**src/rtl/lcd_sequencer.sv**
```systemverilog
// rtl/lcd_sequencer.sv - HD44780 4-bit power-up/init and byte-write sequencer driving lcd_transfer
module lcd_sequencer #(
    parameter int unsigned POWERUP_CYCLES = 750000,
    parameter int unsigned T_4MS          = 205000,
    parameter int unsigned T_100US        = 5000,
    parameter int unsigned T_CMD          = 2000,
    parameter int unsigned T_CLR          = 82000,
    parameter int unsigned T_NIB          = 50
) (
    input  logic        CLK,
    input  logic        RST,
    input  logic        wr_valid,
    input  logic        wr_rs,
    input  logic [7:0]  wr_data,
    output logic        wr_ready,
    output logic        init_done,
    output logic        sendCommand,
    output logic [4:0]  command,
    output logic [20:0] commandDelay,
    input  logic        commandDone
);

    typedef enum logic [2:0] {
        PWR_WAIT, INIT_SEND, INIT_WAIT, IDLE, SEND_HI, WAIT_HI, SEND_LO, WAIT_LO
    } state_t;

    localparam logic [20:0] PWR_LAST = 21'(POWERUP_CYCLES - 1);
    localparam logic [20:0] D_4MS    = 21'(T_4MS);
    localparam logic [20:0] D_100US  = 21'(T_100US);
    localparam logic [20:0] D_CMD    = 21'(T_CMD);
    localparam logic [20:0] D_CLR    = 21'(T_CLR);
    localparam logic [20:0] D_NIB    = 21'(T_NIB);
    localparam logic [3:0]  INIT_LAST = 4'd11;

    state_t      state_q, state_d;
    logic [20:0] pwr_cnt_q, pwr_cnt_d;
    logic [3:0]  init_idx_q, init_idx_d;
    logic        byte_rs_q, byte_rs_d;
    logic [7:0]  byte_data_q, byte_data_d;
    logic        send_q, send_d;
    logic [4:0]  cmd_q, cmd_d;
    logic [20:0] delay_q, delay_d;
    logic        init_done_q, init_done_d;

    logic [3:0]  rom_nib;
    logic [20:0] rom_dly;
    logic        lo_is_clear;

    always_comb begin
        rom_nib = 4'h0;
        rom_dly = D_CMD;
        case (init_idx_q)
            4'd0:    begin rom_nib = 4'h3; rom_dly = D_4MS;   end
            4'd1:    begin rom_nib = 4'h3; rom_dly = D_100US; end
            4'd2:    begin rom_nib = 4'h3; rom_dly = D_CMD;   end
            4'd3:    begin rom_nib = 4'h2; rom_dly = D_CMD;   end
            4'd4:    begin rom_nib = 4'h2; rom_dly = D_NIB;   end
            4'd5:    begin rom_nib = 4'h8; rom_dly = D_CMD;   end
            4'd6:    begin rom_nib = 4'h0; rom_dly = D_NIB;   end
            4'd7:    begin rom_nib = 4'hC; rom_dly = D_CMD;   end
            4'd8:    begin rom_nib = 4'h0; rom_dly = D_NIB;   end
            4'd9:    begin rom_nib = 4'h1; rom_dly = D_CLR;   end
            4'd10:   begin rom_nib = 4'h0; rom_dly = D_NIB;   end
            4'd11:   begin rom_nib = 4'h6; rom_dly = D_CMD;   end
            default: begin rom_nib = 4'h0; rom_dly = D_CMD;   end
        endcase
    end

    // Clear (0x01) and return-home (0x02/0x03) instructions need the long delay
    assign lo_is_clear = !byte_rs_q && (byte_data_q[7:2] == 6'd0) && (byte_data_q[1:0] != 2'd0);

    always_ff @(posedge CLK or posedge RST) begin
        if (RST) begin
            state_q     <= PWR_WAIT;
            pwr_cnt_q   <= '0;
            init_idx_q  <= '0;
            byte_rs_q   <= 1'b0;
            byte_data_q <= '0;
            send_q      <= 1'b0;
            cmd_q       <= '0;
            delay_q     <= '0;
            init_done_q <= 1'b0;
        end else begin
            state_q     <= state_d;
            pwr_cnt_q   <= pwr_cnt_d;
            init_idx_q  <= init_idx_d;
            byte_rs_q   <= byte_rs_d;
            byte_data_q <= byte_data_d;
            send_q      <= send_d;
            cmd_q       <= cmd_d;
            delay_q     <= delay_d;
            init_done_q <= init_done_d;
        end
    end

    always_comb begin
        state_d     = state_q;
        pwr_cnt_d   = pwr_cnt_q;
        init_idx_d  = init_idx_q;
        byte_rs_d   = byte_rs_q;
        byte_data_d = byte_data_q;
        case (state_q)
            PWR_WAIT: begin
                if (pwr_cnt_q == PWR_LAST) begin
                    state_d    = INIT_SEND;
                    init_idx_d = 4'd0;
                end else begin
                    pwr_cnt_d = pwr_cnt_q + 21'd1;
                end
            end
            INIT_SEND: state_d = INIT_WAIT;
            INIT_WAIT: begin
                if (commandDone) begin
                    if (init_idx_q == INIT_LAST) begin
                        state_d = IDLE;
                    end else begin
                        init_idx_d = init_idx_q + 4'd1;
                        state_d    = INIT_SEND;
                    end
                end
            end
            IDLE: begin
                if (wr_valid) begin
                    byte_rs_d   = wr_rs;
                    byte_data_d = wr_data;
                    state_d     = SEND_HI;
                end
            end
            SEND_HI: state_d = WAIT_HI;
            WAIT_HI: if (commandDone) state_d = SEND_LO;
            SEND_LO: state_d = WAIT_LO;
            WAIT_LO: if (commandDone) state_d = IDLE;
            default: state_d = PWR_WAIT;
        endcase
    end

    always_comb begin
        send_d      = 1'b0;
        cmd_d       = cmd_q;
        delay_d     = delay_q;
        init_done_d = init_done_q;
        wr_ready    = (state_q == IDLE);
        case (state_q)
            INIT_SEND: begin
                send_d  = 1'b1;
                cmd_d   = {1'b0, rom_nib};
                delay_d = rom_dly;
            end
            INIT_WAIT: if (commandDone && init_idx_q == INIT_LAST) init_done_d = 1'b1;
            SEND_HI: begin
                send_d  = 1'b1;
                cmd_d   = {byte_rs_q, byte_data_q[7:4]};
                delay_d = D_NIB;
            end
            SEND_LO: begin
                send_d  = 1'b1;
                cmd_d   = {byte_rs_q, byte_data_q[3:0]};
                delay_d = lo_is_clear ? D_CLR : D_CMD;
            end
            default: ;
        endcase
    end

    assign sendCommand  = send_q;
    assign command      = cmd_q;
    assign commandDelay = delay_q;
    assign init_done    = init_done_q;

endmodule

```
**config.mk**
```make
export PLATFORM = sky130hd
export DESIGN_NAME = lcd_sequencer
export DESIGN_NICKNAME = d
export VERILOG_FILES = /design/src/rtl/lcd_sequencer.sv
export SDC_FILE = /design/constraint.sdc
export NUM_CORES = 1
export LEC_CHECK = 0
export CORE_UTILIZATION = 35
export DETAILED_ROUTE_END_ITERATION = 16
export SYNTH_ARGS = -nofsm -noshare
export SYNTH_HDL_FRONTEND = slang
export SYNTH_SLANG_ARGS = --single-unit
```
**constraint.sdc**
```tcl
create_clock -name CLK -period 1.9 [get_ports CLK]
set_input_delay 0.475 -clock CLK [delete_from_list [all_inputs] [get_ports CLK]]
set_output_delay 0.475 -clock CLK [all_outputs]
set_load 0.01 [all_outputs]
```
==> impl_metrics.json <==
{
  "instances_no_fill": 442,
  "r2r_setup_slack_ns": 0.14,
  "dp_hpwl_um": 4570,
  "ir_drop_mv": 0.553,
  "gp_congestion": 0.831,
  "initial_utilization": 0.370,
  "cts_root_buffer": "clkbuf_8",
  "die_x_um": 93.3,
  "synth-edff-count": 0,
  "status": "completed",
  "grt_pass1_vias": 2239,
  "p_per_area_nw_per_um2": 1370,
  "grt_max_degree": 31,
  "cp_slowest_cell": "clkdlybuf4s50_1",
  "place_area_um2": 3470,
  "io_pins": 42,
  "finalHoldViolCount": 0,
  "final_area_um2": 3640,
  "rows": 32,
  "rsz0062_at_grt": "false",
  "cp_num_buf_inv": 1,
  "synthesis.area_um2": 2920,
  "vias_per_cell": 5.11,
  "synth_cell_types": 54,
  "dr.first_iter.drc_count": 77,
  "worstSetupStartpointType": "register",
  "fin_skew_ns": 0.0106,
  "core-area_um2": 7890,
  "setup_violations": 0,
  "finalSetupTns_ns": 0,
  "chipHeight_um": 93.3,
  "ys_async_sr_fraction": 1.00,
  "cts_made_buffers": 5,
  "dieArea_um2": 8710,
  "dp.cells": 431,
  "fin_crit_ns": 1.80,
  "arrival_ns": 1.32,
  "critPathTopFamily": "buffers and inverters",
  "synth_ff_type": "dfrtp_1",
  "clkSlewWorstSetupHoldPaths_ns": 0.11,
  "clk_latency_ns": 0.32,
  "crit_required_ns": 1.42,
  "cts.sinks": 55,
  "h-tree-depth": 2,
  "path_class": "reg -> out",
  "grtUsageTotal": 0.157,
  "fillers": 742,
  "wl_per_cell_um": 14.4,
  "diodes": 0,
  "area_delta_synth_final_pct": 24.8,
  "max_stage_delay_ns": 0.57,
  "crit_chain": "clkdlybuf4s50_1",
  "cts_tree": "built",
  "drt-total-wl_um": 6370,
  "num-nets-final": 361,
  "period_share": 0.947,
  "globalRouteOverflowTotal": 0,
  "p_leak_nw": 1.66,
  "num_vias": 2260,
  "antenna_left": 0,
  "syn-mean-instance-area_um2": 10.1,
  "yosys_warnings": 0,
  "drv_slew": 0,
  "grt_pass1_wl_um": 10700,
  "critical_path.max_fanout": 4,
  "drt_drc_violations_left": 0,
  "synth.yosys.seq_area_share": 0.471,
  "ys_seq_elements": 55,
  "netlist_instances": 288,
  "hold_path.class": "in -> async",
  "port_buffers": 34,
  "layout-drive-gt1-share": 0.165,
  "cap_viol_max_count": 0,
  "end_kind": "primary output",
  "final_core_util": 0.462,
  "firstDrtPassIters": 5,
  "fmax_mhz": 556,
  "clockBufferDepth": 2,
  "holdBufCountCts": 0,
  "antenna_found_initial": 0
}
state kept, by name (all words and copies together), names as in the netlist:
| signal | cells |
|---|---|
| state_q | 3 |
| sendCommand | 1 |
| init_idx_q | 4 |
| command | 5 |
| pwr_cnt_q | 21 |
| init_done | 1 |
| byte_rs_q | 1 |
| commandDelay | 11 |
| byte_data_q | 8 |
what timing repair did:
item                       CTS  global route
pin swaps                    1             3
setup endpoints to repair    3            14
resized for setup            1             4
setup buffers                1             2
cell families (layout without fill, tap and decap cells):
| family | count (synthesis) | in the layout | synth area share |
|---|---|---|---|
| multiplexers | 14 | 14 | 0.0523 |
| XOR/XNOR | 20 | 20 | 0.0600 |
| adder cells (fa/ha/maj) | 9 | 9 | 0.0386 |
| other | 1 | 7 | 0.00128 |
| flip-flops | 55 | 55 | 0.471 |
| buffers and inverters | 30 | 76 | 0.0523 |
| AND/OR/NAND/NOR | 106 | 106 | 0.207 |
| AO/OA/AOI/OAI | 53 | 53 | 0.117 |
synth_stat cells, types with 2 or more instances:
library cell | instances | area (um2)
mux2i_1 | 4 | 40.0
nor2_1 | 23 | 86.3
nand4_1 | 4 | 25.0
and4_1 | 2 | 17.5
buf_2 | 2 | 10.0
clkbuf_1 | 6 | 22.5
buf_4 | 10 | 75.1
mux2_2 | 10 | 113
nand2_1 | 28 | 105
o211ai_1 | 2 | 15.0
a21oi_1 | 16 | 80.1
dfrtp_1 | 55 | 1380
a31oi_1 | 3 | 18.8
nand2b_1 | 2 | 12.5
xnor2_1 | 10 | 87.6
and2_1 | 4 | 25.0
nor3_1 | 4 | 20.0
and3_1 | 3 | 18.8
a21o_1 | 2 | 15.0
a211oi_1 | 3 | 22.5
xor2_1 | 10 | 87.6
nor2b_1 | 3 | 18.8
nor4_2 | 2 | 25.0
o221ai_1 | 4 | 35.0
nand3_1 | 13 | 65.1
nor4_1 | 4 | 25.0
o21ai_0 | 13 | 65.1
inv_1 | 12 | 45.0
ha_1 | 9 | 113
worst paths after layout:
| path | end | depth (start not counted) | start |
|---|---|---|---|
| max | commandDelay[5] | 1 | commandDelay[5]$_DFFE_PP0P_ |
| min | pwr_cnt_q[0]$_DFFE_PP0P_ | 2 | RST |
| max reg2reg | init_idx_q[0]$_DFFE_PP0P_ | 6 | pwr_cnt_q[0]$_DFFE_PP0P_ |
| min reg2reg | pwr_cnt_q[19]$_DFFE_PP0P_ | 1 | pwr_cnt_q[19]$_DFFE_PP0P_ |
| max in group asynchronous | pwr_cnt_q[15]$_DFFE_PP0P_ | 3 | RST |
| min in group CLK | pwr_cnt_q[19]$_DFFE_PP0P_ | 1 | pwr_cnt_q[19]$_DFFE_PP0P_ |
report_power, final:
part / total [mW] / internal, mW / leakage (nW) / switching [mW]
Sequential: 1.82 / 1.54 / 0.696 / 0.278
Combinational: 2.35 / 1.15 / 0.898 / 1.20
Clock: 0.840 / 0.434 / 0.0618 / 0.406
Total: 5.01 / 3.12 / 1.66 / 1.89
routing by layer:
layer	vias up	share of wire	global-route usage
li1	1095	-	-
met1	1100	0.44	0.196
met2	56	0.50	0.272
met3	9	0.042	0.0309
met4	0	0.014	0.0462
met5	-	0	0
per-stage QoR:
stage               power, mW  hold slack, ns  setup WS (ns)
floorplan                3.24           0.434         0.0821
global placement         4.12           0.454         0.0853
detailed placement       4.17           0.468         0.0337
CTS                      5.01           0.424         0.0165
global route             5.40           0.433         0.0118
finish                   5.01           0.411          0.101
placed cells by master, fill, tap and decap left out, types with 4 or more instances in the layout:
| cell | count |
|---|---|
| o221ai_1 | 4 |
| and2_1 | 4 |
| o21ai_0 | 13 |
| ha_1 | 9 |
| nor3_1 | 4 |
| conb_1 | 7 |
| xor2_1 | 10 |
| inv_1 | 11 |
| clkbuf_8 | 6 |
| mux2i_1 | 4 |
| clkdlybuf4s50_1 | 33 |
| nor2_1 | 23 |
| nand2_1 | 28 |
| dfrtp_1 | 55 |
| mux2_2 | 10 |
| nand3_1 | 13 |
| a21oi_1 | 16 |
| nand4_1 | 4 |
| buf_4 | 20 |
| xnor2_1 | 10 |
area by class of cell:
cell class                 count  area, um2  area share
clock inverter                 2       38.8      0.0106
tap                          102        128      0.0350
inverter                      12       45.0      0.0124
timing repair buffer          56        529       0.145
multi-input combinational    209       1440       0.396
sequential                    55       1380       0.378
clock buffer                   6       82.6      0.0227
Power figures use the tool's default switching activity.
